<file path="src/rtl/vend_pkg.sv">
// Shared types and constants for the vending controller.
//   vend_state_t  : controller state encoding
//   COIN_*_VAL    : accepted coin denominations
//   price_slice() : extracts one item price from the packed price vector
package vend_pkg;

  typedef enum logic [1:0] {
    ST_IDLE   = 2'd0,
    ST_VEND   = 2'd1,
    ST_CHANGE = 2'd2
  } vend_state_t;

  localparam int COIN_5_VAL  = 5;
  localparam int COIN_10_VAL = 10;
  localparam int COIN_50_VAL = 50;

  // Up to 8 items of up to 32 bits each.
  localparam int PRICE_BITS = 256;

  function automatic logic [31:0] price_slice(input logic [PRICE_BITS-1:0] prices,
                                              input int idx, input int w);
    logic [PRICE_BITS-1:0] sh;
    logic [31:0]           mask;
    sh   = prices >> (idx * w);
    mask = (w >= 32) ? '1 : ((32'd1 << w) - 32'd1);
    return sh[31:0] & mask;
  endfunction

endpackage

</file>
<file path="src/rtl/vend_ctrl_param_if.sv">
// Key/coin inputs and display-side outputs of the vending controller.
//   master : drives cancel/coin_*/sel, observes the rest (key/coin front end)
//   slave  : the controller itself
interface vend_ctrl_param_if #(
  parameter int NUM_ITEMS = 3,
  parameter int CREDIT_W  = 8
);
  logic                 cancel;
  logic                 coin_5;
  logic                 coin_10;
  logic                 coin_50;
  logic [NUM_ITEMS-1:0] sel;
  logic [NUM_ITEMS-1:0] avail;
  logic [NUM_ITEMS-1:0] vend;
  logic                 change_out;
  logic                 coin_reject;
  logic [CREDIT_W-1:0]  credit;
  logic                 busy;

  modport master (
    output cancel, coin_5, coin_10, coin_50, sel,
    input  avail, vend, change_out, coin_reject, credit, busy
  );

  modport slave (
    input  cancel, coin_5, coin_10, coin_50, sel,
    output avail, vend, change_out, coin_reject, credit, busy
  );
endinterface

</file>
<file path="src/rtl/vend_change_timer.sv">
// Paces change pulses: down-counter reloaded with GAP-1 on load and after
// each tick; tick fires while enabled and the count has reached zero.
//   clk, rst_n : clock, async active-low reset
//   load       : (re)start the gap from the top
//   en         : count while in the change state
//   tick       : one change coin may be released this cycle
module vend_change_timer #(
  parameter int GAP = 2
) (
  input  logic clk,
  input  logic rst_n,
  input  logic load,
  input  logic en,
  output logic tick
);
  localparam int CW = (GAP > 1) ? $clog2(GAP) : 1;
  localparam logic [CW-1:0] RELOAD = CW'(GAP - 1);

  logic [CW-1:0] cnt;

  assign tick = en && (cnt == '0);

  always_ff @(posedge clk or negedge rst_n) begin
    if (!rst_n) begin
      cnt <= '0;
    end else if (load || tick) begin
      cnt <= RELOAD;
    end else if (en) begin
      cnt <= cnt - CW'(1);
    end
  end
endmodule

</file>
<file path="src/rtl/vend_ctrl_param.sv">
// Parametrised vending controller: credit accumulation with a ceiling,
// per-item pricing, single-cycle vend and paced change return.
//   clk, rst_n : clock, async active-low reset
//   bus        : slave side of vend_ctrl_param_if (keys/coins in,
//                avail/vend/change_out/coin_reject/credit/busy out)
//
// state     | meaning
// ----------+-----------------------------------------------------
// ST_IDLE   | accepting coins, keys and cancel
// ST_VEND   | one cycle, vend[i] high, price already deducted
// ST_CHANGE | paying credit back one COIN_UNIT per timer tick
module vend_ctrl_param
  import vend_pkg::*;
#(
  parameter int                          NUM_ITEMS  = 3,
  parameter int                          CREDIT_W   = 8,
  parameter logic [NUM_ITEMS*CREDIT_W-1:0] PRICES   = {8'd25, 8'd20, 8'd15},
  parameter int                          MAX_CREDIT = 50,
  parameter int                          COIN_UNIT  = 5,
  parameter int                          CHANGE_GAP = 2
) (
  input  logic              clk,
  input  logic              rst_n,
  vend_ctrl_param_if.slave  bus
);
  localparam int CW1 = CREDIT_W + 1;
  localparam int IW  = (NUM_ITEMS > 1) ? $clog2(NUM_ITEMS) : 1;

  vend_state_t           state;
  logic [CREDIT_W-1:0]   credit_q;
  logic [NUM_ITEMS-1:0]  vend_q;
  logic                  change_q;
  logic                  reject_q;

  logic [CREDIT_W-1:0]   price [NUM_ITEMS];
  logic [NUM_ITEMS-1:0]  avail_c;
  logic                  coin_any;
  logic [CW1-1:0]        coin_val;
  logic [CW1-1:0]        credit_sum;
  logic                  coin_fits;
  logic                  sel_any;
  logic [IW-1:0]         sel_idx;
  logic [CREDIT_W-1:0]   sel_price;
  logic                  tmr_load;
  logic                  tmr_tick;

  for (genvar g = 0; g < NUM_ITEMS; g++) begin : g_price
    assign price[g] = CREDIT_W'(price_slice(PRICE_BITS'(PRICES), g, CREDIT_W));
  end

  // Only the highest denomination counts when several coins arrive together.
  always_comb begin
    coin_val = '0;
    if (bus.coin_50)      coin_val = CW1'(COIN_50_VAL);
    else if (bus.coin_10) coin_val = CW1'(COIN_10_VAL);
    else if (bus.coin_5)  coin_val = CW1'(COIN_5_VAL);
  end

  assign coin_any   = bus.coin_5 || bus.coin_10 || bus.coin_50;
  assign credit_sum = {1'b0, credit_q} + coin_val;
  assign coin_fits  = credit_sum <= CW1'(MAX_CREDIT);

  // Lowest-index key wins.
  always_comb begin
    sel_any = 1'b0;
    sel_idx = '0;
    for (int i = NUM_ITEMS - 1; i >= 0; i--) begin
      if (bus.sel[i]) begin
        sel_any = 1'b1;
        sel_idx = IW'(i);
      end
    end
  end

  assign sel_price = price[sel_idx];

  always_comb begin
    avail_c = '0;
    for (int i = 0; i < NUM_ITEMS; i++) begin
      avail_c[i] = (state == ST_IDLE) && (credit_q >= price[i]);
    end
  end

  // Restart the gap on every entry into ST_CHANGE.
  assign tmr_load = ((state == ST_IDLE) && bus.cancel && (credit_q != '0)) ||
                    ((state == ST_VEND) && (credit_q != '0));

  vend_change_timer #(.GAP(CHANGE_GAP)) u_timer (
    .clk   (clk),
    .rst_n (rst_n),
    .load  (tmr_load),
    .en    (state == ST_CHANGE),
    .tick  (tmr_tick)
  );

  always_ff @(posedge clk or negedge rst_n) begin
    if (!rst_n) begin
      state    <= ST_IDLE;
      credit_q <= '0;
      vend_q   <= '0;
      change_q <= 1'b0;
      reject_q <= 1'b0;
    end else begin
      vend_q   <= '0;
      change_q <= 1'b0;
      reject_q <= 1'b0;
      case (state)
        ST_IDLE: begin
          if (bus.cancel) begin
            if (credit_q != '0) state <= ST_CHANGE;
          end else if (coin_any) begin
            if (coin_fits) credit_q <= credit_sum[CREDIT_W-1:0];
            else           reject_q <= 1'b1;
          end else if (sel_any && (credit_q >= sel_price)) begin
            state    <= ST_VEND;
            credit_q <= credit_q - sel_price;
            vend_q   <= NUM_ITEMS'(1) << sel_idx;
          end
        end
        ST_VEND: begin
          reject_q <= coin_any;
          state    <= (credit_q != '0) ? ST_CHANGE : ST_IDLE;
        end
        ST_CHANGE: begin
          reject_q <= coin_any;
          if (credit_q == '0) begin
            state <= ST_IDLE;
          end else if (tmr_tick) begin
            change_q <= 1'b1;
            // Leave as the last coin goes out so busy drops with it.
            if (credit_q <= CREDIT_W'(COIN_UNIT)) begin
              credit_q <= '0;
              state    <= ST_IDLE;
            end else begin
              credit_q <= credit_q - CREDIT_W'(COIN_UNIT);
            end
          end
        end
        default: state <= ST_IDLE;
      endcase
    end
  end

  assign bus.avail       = avail_c;
  assign bus.vend        = vend_q;
  assign bus.change_out  = change_q;
  assign bus.coin_reject = reject_q;
  assign bus.credit      = credit_q;
  assign bus.busy        = (state != ST_IDLE);
endmodule

</file>
<file path="src/flat_wrapper.sv">
// flat-port wrapper written by rule: the top's interface ports become plain ports
module vend_ctrl_param_flat import vend_pkg::*;
#(
  parameter int                          NUM_ITEMS  = 3,
  parameter int                          CREDIT_W   = 8,
  parameter logic [NUM_ITEMS*CREDIT_W-1:0] PRICES   = {8'd25, 8'd20, 8'd15},
  parameter int                          MAX_CREDIT = 50,
  parameter int                          COIN_UNIT  = 5,
  parameter int                          CHANGE_GAP = 2
)
  (clk, rst_n, bus_cancel, bus_coin_5, bus_coin_10, bus_coin_50, bus_sel, bus_avail, bus_vend, bus_change_out, bus_coin_reject, bus_credit, bus_busy);
  vend_ctrl_param_if #(.NUM_ITEMS(NUM_ITEMS), .CREDIT_W(CREDIT_W)) bus_i ();
  input  logic clk;
  input  logic rst_n;
  input wire logic [$bits(bus_i.cancel)-1:0] bus_cancel;
  input wire logic [$bits(bus_i.coin_5)-1:0] bus_coin_5;
  input wire logic [$bits(bus_i.coin_10)-1:0] bus_coin_10;
  input wire logic [$bits(bus_i.coin_50)-1:0] bus_coin_50;
  input wire logic [$bits(bus_i.sel)-1:0] bus_sel;
  output wire logic [$bits(bus_i.avail)-1:0] bus_avail;
  output wire logic [$bits(bus_i.vend)-1:0] bus_vend;
  output wire logic [$bits(bus_i.change_out)-1:0] bus_change_out;
  output wire logic [$bits(bus_i.coin_reject)-1:0] bus_coin_reject;
  output wire logic [$bits(bus_i.credit)-1:0] bus_credit;
  output wire logic [$bits(bus_i.busy)-1:0] bus_busy;
  assign bus_i.cancel = bus_cancel;
  assign bus_i.coin_5 = bus_coin_5;
  assign bus_i.coin_10 = bus_coin_10;
  assign bus_i.coin_50 = bus_coin_50;
  assign bus_i.sel = bus_sel;
  assign bus_avail = bus_i.avail;
  assign bus_vend = bus_i.vend;
  assign bus_change_out = bus_i.change_out;
  assign bus_coin_reject = bus_i.coin_reject;
  assign bus_credit = bus_i.credit;
  assign bus_busy = bus_i.busy;
  vend_ctrl_param #(.NUM_ITEMS(NUM_ITEMS), .CREDIT_W(CREDIT_W), .PRICES(PRICES), .MAX_CREDIT(MAX_CREDIT), .COIN_UNIT(COIN_UNIT), .CHANGE_GAP(CHANGE_GAP)) u_core (.clk(clk), .rst_n(rst_n), .bus(bus_i));
endmodule
</file>
<file path="config.mk">
export PLATFORM = sky130hd
export DESIGN_NAME = vend_ctrl_param_flat
export DESIGN_NICKNAME = d
export VERILOG_FILES = /design/src/rtl/vend_pkg.sv /design/src/rtl/vend_ctrl_param_if.sv /design/src/rtl/vend_change_timer.sv /design/src/rtl/vend_ctrl_param.sv /design/src/flat_wrapper.sv
export SDC_FILE = /design/constraint.sdc
export NUM_CORES = 1
export LEC_CHECK = 0
export ABC_AREA = 1
export CORE_MARGIN = 8
export CORE_UTILIZATION = 50
export CTS_CLUSTER_DIAMETER = 50
export DETAILED_ROUTE_END_ITERATION = 12
export GPL_TIMING_DRIVEN = 0
export PLACE_DENSITY = 0.73
export SETUP_SLACK_MARGIN = 0.02
export SLEW_MARGIN = 10
export SYNTH_ARGS = -nofsm -noshare
export SYNTH_HDL_FRONTEND = slang
export SYNTH_HIERARCHICAL = 1
export SYNTH_SLANG_ARGS = --single-unit
</file>
<file path="constraint.sdc">
create_clock -name clk -period 4.7 [get_ports clk]
set_input_delay 0.94 -clock clk [delete_from_list [all_inputs] [get_ports clk]]
set_output_delay 0.94 -clock clk [all_outputs]
set_load 0.02 [all_outputs]
</file>
-- Yosys cells after proc, flatten, opt, wreduce, memory -nomap -nowiden
Cells that the tools add are included.
W data, S select, Z words.
- $lt $le $gt $ge: 7
- reductions and logical operators: 21
- shift-type cells: 1
- $add $sub $neg: 4
- muxes and demuxes: 42
- equal/unequal tests: 12
- bitwise operators: 2
- operator list (kind ; count):
    $mux W8 ; 9
    $mux W2 ; 11
    $mux W9 ; 2
    $bmux W8 S2 ; 1
    $ge A8 B5 Y1 const B ; 2
    $pmux W8 S2 ; 1
    $mux W3 ; 5
    $ne A3 B3 Y1 const B ; 4
    $mux W1 ; 11
    $add A8 B9 Y9 ; 1
    $le A9 B6 Y1 const B ; 1
    $ge A8 B4 Y1 const B ; 1
    $ge A8 B8 Y1 ; 1
    $le A8 B3 Y1 const B ; 1
    $logic_and A1 B1 Y1 ; 8
    $logic_not A8 Y1 ; 1
    $reduce_bool A8 Y1 ; 1
    $sub A8 B3 Y8 const B ; 1
    $sub A8 B8 Y8 ; 1
    $ne A3 B1 Y1 const B ; 2
    $pmux W2 S3 ; 1
    $reduce_and A6 Y1 ; 1
    $reduce_bool A2 Y1 ; 3
    $reduce_and A5 Y1 ; 1
    other kinds (14) ; 18
- bits in registers: 16
- logic and storage cells: 95
- bits of input ports: 9

-- Depth between registers and ports, before layout
- depth in word-level cells: 13
- depth in mapped cells: 16
- depth with buffers taken out: 16

-- Modules after synthesis
Netlist, hierarchy kept.
- by module, submodules not included (module ; cells each ; times used ; sequential area each (sq um) ; area an instance (sq um)):
    vend_ctrl_param ; 296 ; 1 ; 375.4 ; 1863.0
    vend_change_timer ; 8 ; 1 ; 25.0 ; 57.6

-- Worst setup path before layout
Ideal clock, no wire load.
- path type: input-to-reg
- start: input bus_coin_10
- end: register u_core.credit_q[1], in the netlist u_core/bus.credit[1]
- cell stages on the path: 15
- path slack: 1967 ps
- arrival time: 2614 ps
- cell sequence: nor2_1 > inv_1 > nor2_1 > ha_1 > fa_1 > nand2_1 > inv_1 > nor2_1 > nand3_1 > nand3_1 > nand3_1 > nand2_2 > nand2_4 > nand2_1 > nand2_1
- word-level cells in the longest chain between the ends: 7
- elaborated cells on any way between the ends: 13
- RTL lines (element ; RTL line ; RTL):
    start, declared ; flat_wrapper.sv:17 ; input wire logic [$bits(bus_i.coin_10)-1:0] bus_coin_10;
    branches (longest 7 deep; another with $add A8 B9 Y9) ; n/a ;
    end signal, assigned ; vend_ctrl_param.sv:112 ; if (coin_fits) credit_q <= credit_sum[CREDIT_W-1:0];
    end signal, assigned ; vend_ctrl_param.sv:116 ; credit_q <= credit_q - sel_price;
    end signal, assigned ; vend_ctrl_param.sv:135 ; credit_q <= credit_q - CREDIT_W'(COIN_UNIT);
    end, declared ; vend_ctrl_param.sv:30 ; logic [CREDIT_W-1:0] credit_q;
Several ways; the timed one is not identified. The select of a mux whose other input is x is not followed.
A chain may end at the register's enable or synchronous reset.

-- Worst setup path after layout
- start: input bus_coin_50
- end: register u_core.credit_q[0], in the netlist u_core/bus.credit[0]
- word-level cells in the longest chain between the ends: 6
- elaborated cells on any way between the ends: 11
- RTL lines (element ; RTL line ; RTL):
    start, declared ; flat_wrapper.sv:18 ; input wire logic [$bits(bus_i.coin_50)-1:0] bus_coin_50;
    branches (longest 6 deep; another with $add A8 B9 Y9) ; n/a ;
Several ways; the timed one is not identified. The select of a mux whose other input is x is not followed.

==> metrics <==
first-iteration detailed-routing DRC count 163; Ys Warns 6; Leak 0.001232 µW; RR Startpoint u_core/bus.credit[0]$_DFFE_PN0P_; io pins 26; fin. max-slew vios 0; CP required 4.83 ns; number of synthesized flops with an enable pin 0; fmax 0.3035 GHz; Hold Crit Class flop to flop; TritonRoute pass-1 iters 5; Slew headroom 48.46%; Initial Util ~52%; Setup Total Neg Slack 0 ns; CP delay by family, top simple AND/OR/NAND/NOR gates; number of max-cap violations 0; final hold slack 0.5281 ns; vias in the first global route 1805; I/O Buffers 25; Worst setup SP type input port; commonest non-fill, non-tap cell in the layout nand2_1; Critical Path End Type flop; gr usage total between 15 and 20%; Clock Skew 0.001526 ns; # H-tree levels 1; sequential fraction of the synthesis area 20.85%; first-pass GRT wire length around 8300 µm; drc violations 0; Worst path max stage delay 0.53 ns; maximum vdd drop 0.2777 mV; post-DP HPWL 4019 µm; Final setup viols 0; Mapped Area 1921 µm²; Root Buffer clkbuf_8; initial antenna violation count 0; status complete, no violations; CORE AREA 3689 µm²; clock slew at reported path FFs 0.07 ns; Mapped Nets 334; Layout Cells excl Fill 381; syn_area_per_cell about 6.3 µm²; share of flip-flops with an asynchronous set or reset between 90% and 100%; clk_lat worst skew 0.24 ns; via count 1970; clock period minus worst slack 3.295 ns; die area 6080 µm²; critical path fanouts, max 9; flop and latch count out of synthesis 16; Final GP Congestion 0.8447; hold violation count in the final report 0; Hold Crit Start u_core/u_timer/cnt$_DFFE_PN0P_; Power Dens Cells approximately 680 nW/µm²; average wire per standard cell 12.94 µm; most frequent cells in the layout 89 x nand2_1, 47 x inv_1, 41 x nand3_1; share of cells above drive strength 1 6.907%; Crit. Startpoint bus_coin_50; Routed Antenna Nets 0; Die Y-Extent 77.98 µm; nets@finish between 300 and 400; Sink Count 16; postcts setup bufs 0; placed cells 377; Primary FF master, synth dfrtp_1; measured slew at the worst slew-check pin 0.7706 ns; worst path buffer plus inverter count 2; TritonCTS clock tree built; via-per-instance ratio 5.171; DIE WIDTH 77.98 µm; CTS Buffer Depth 2; post-synth cell types 32; CP cell instances clkdlybuf4s50_1 -> nor2_1 -> inv_1 -> nor2_1 -> ha_1 -> fa_1 -> xor2_1 -> nor2_1 -> nand3_1 -> nand3_1 -> nand3_1 -> nand2_2 -> nand2_4 -> nand2_1 -> nand2_1; CTS Hold Bufs 0; PostCTS Resize Cnt 0; RSZ-0062 raised after global routing false; Arr. time, crit path 3.43 ns; Syn Inst Count 304; row count 22; synth-to-layout area growth 19.02%; period utilization between 70% and 80%; utilization after layout 61.97%; pin count of the biggest net entering global routing 17; Congestion Overflow GR 0; WL final around 5000 µm; # diodes 0; WS Path Type input port to flop; TritonCTS buffer count 3; CP max-delay cell clkdlybuf4s50_1
==> cells in the mapped netlist (2+ instances only) <==
cell type / instances / share of area [%]
o22ai_1: 3 / 0.98
buf_2: 2 / 0.52
nand3_2: 4 / 2.1
xnor2_1: 3 / 1.4
o211ai_1: 2 / 0.78
xor2_1: 5 / 2.3
inv_2: 2 / 0.39
nor2_1: 27 / 5.3
dfrtp_1: 16 / 21
ha_1: 19 / 12
inv_1: 47 / 9.2
clkinv_1: 2 / 0.39
nand4_1: 6 / 2.0
a21oi_1: 10 / 2.6
nor3_1: 3 / 0.78
nand2_1: 89 / 17
nand3_1: 41 / 11
nand2_2: 3 / 0.98
fa_1: 2 / 2.1
o21ai_0: 6 / 1.6
==> final timing paths <==
path                                                     to  slack [ns]  cells past startpoint
setup / recovery           u_core/bus.credit[0]$_DFFE_PN0P_        1.41                     15
hold / removal               u_core/u_timer/cnt$_DFFE_PN0P_        0.53                      2
setup reg to reg           u_core/bus.credit[0]$_DFFE_PN0P_        2.29                     13
hold reg to reg              u_core/u_timer/cnt$_DFFE_PN0P_        0.53                      2
max in group asynchronous  u_core/bus.coin_reject$_DFF_PN0_        3.08                      1
min in group asynchronous  u_core/bus.credit[6]$_DFFE_PN0P_        1.14                      1
==> cell families (layout without fill, tap and decap cells) <==
kind of cell / count (synthesis) / after routing / synth area share [%]
simple gates: 179 / 179 / 41.83
compound gates: 27 / 27 / 8.730
fa+ha+maj: 21 / 21 / 14.46
buf+inv: 53 / 82 / 10.49
xor+xnor: 8 / 8 / 3.648
flops: 16 / 16 / 20.85
==> per-layer routing <==
layer  part of all wire (%)  vias to the layer above  GRT usage [%]
li1                       -                     1033              -
met1                     48                      859          23.04
met2                     44                       70          25.15
met3                    6.3                        8          1.728
met4                    2.0                        0          5.741
met5                      0                        -              0
==> through the flow <==
stage	total power, µW	cell area (µm²)	worst slack [ns]
floorplan	1079	1921	1.967
global placement	1388	2231	1.125
detailed placement	1405	2231	1.106
CTS	1541	2286	1.364
global route	1702	2286	1.124
finish	1547	2286	1.405
==> power by group <==
part / leakage (µW) / internal [µW] / switching (µW) / total, µW
Combinational: 0.000997 / 438 / 711 / 1150
Sequential: 0.000206 / 187 / 86.4 / 273
Clock: 0.0000288 / 74.2 / 50.0 / 124
Total: 0.00123 / 699 / 848 / 1550
==> layout make-up <==
type,count,area [µm²]
fill,347,1403
multi-input combinational,235,1319
sequential,16,400.4
timing repair buffer,25,250.2
inverter,51,191.4
tap,48,60.06
clock buffer,4,55.05
buffer,2,10.01
==> registers in the layout, summed over array words and instances (netlist names) <==
register                flops
u_core/bus.coin_reject      1
u_core/bus.change_out       1
u_core/bus.credit           8
u_core/u_timer/cnt          1
u_core/bus.vend             3
u_core/state                2
==> worst min-delay path, delay by kind of cell, from the launching register on <==
family | cells | cell delay (ns)
simple gates | 2 | 0.14
flops | 1 | 0.36
Note: power is estimated with default switching activity, not from simulation.
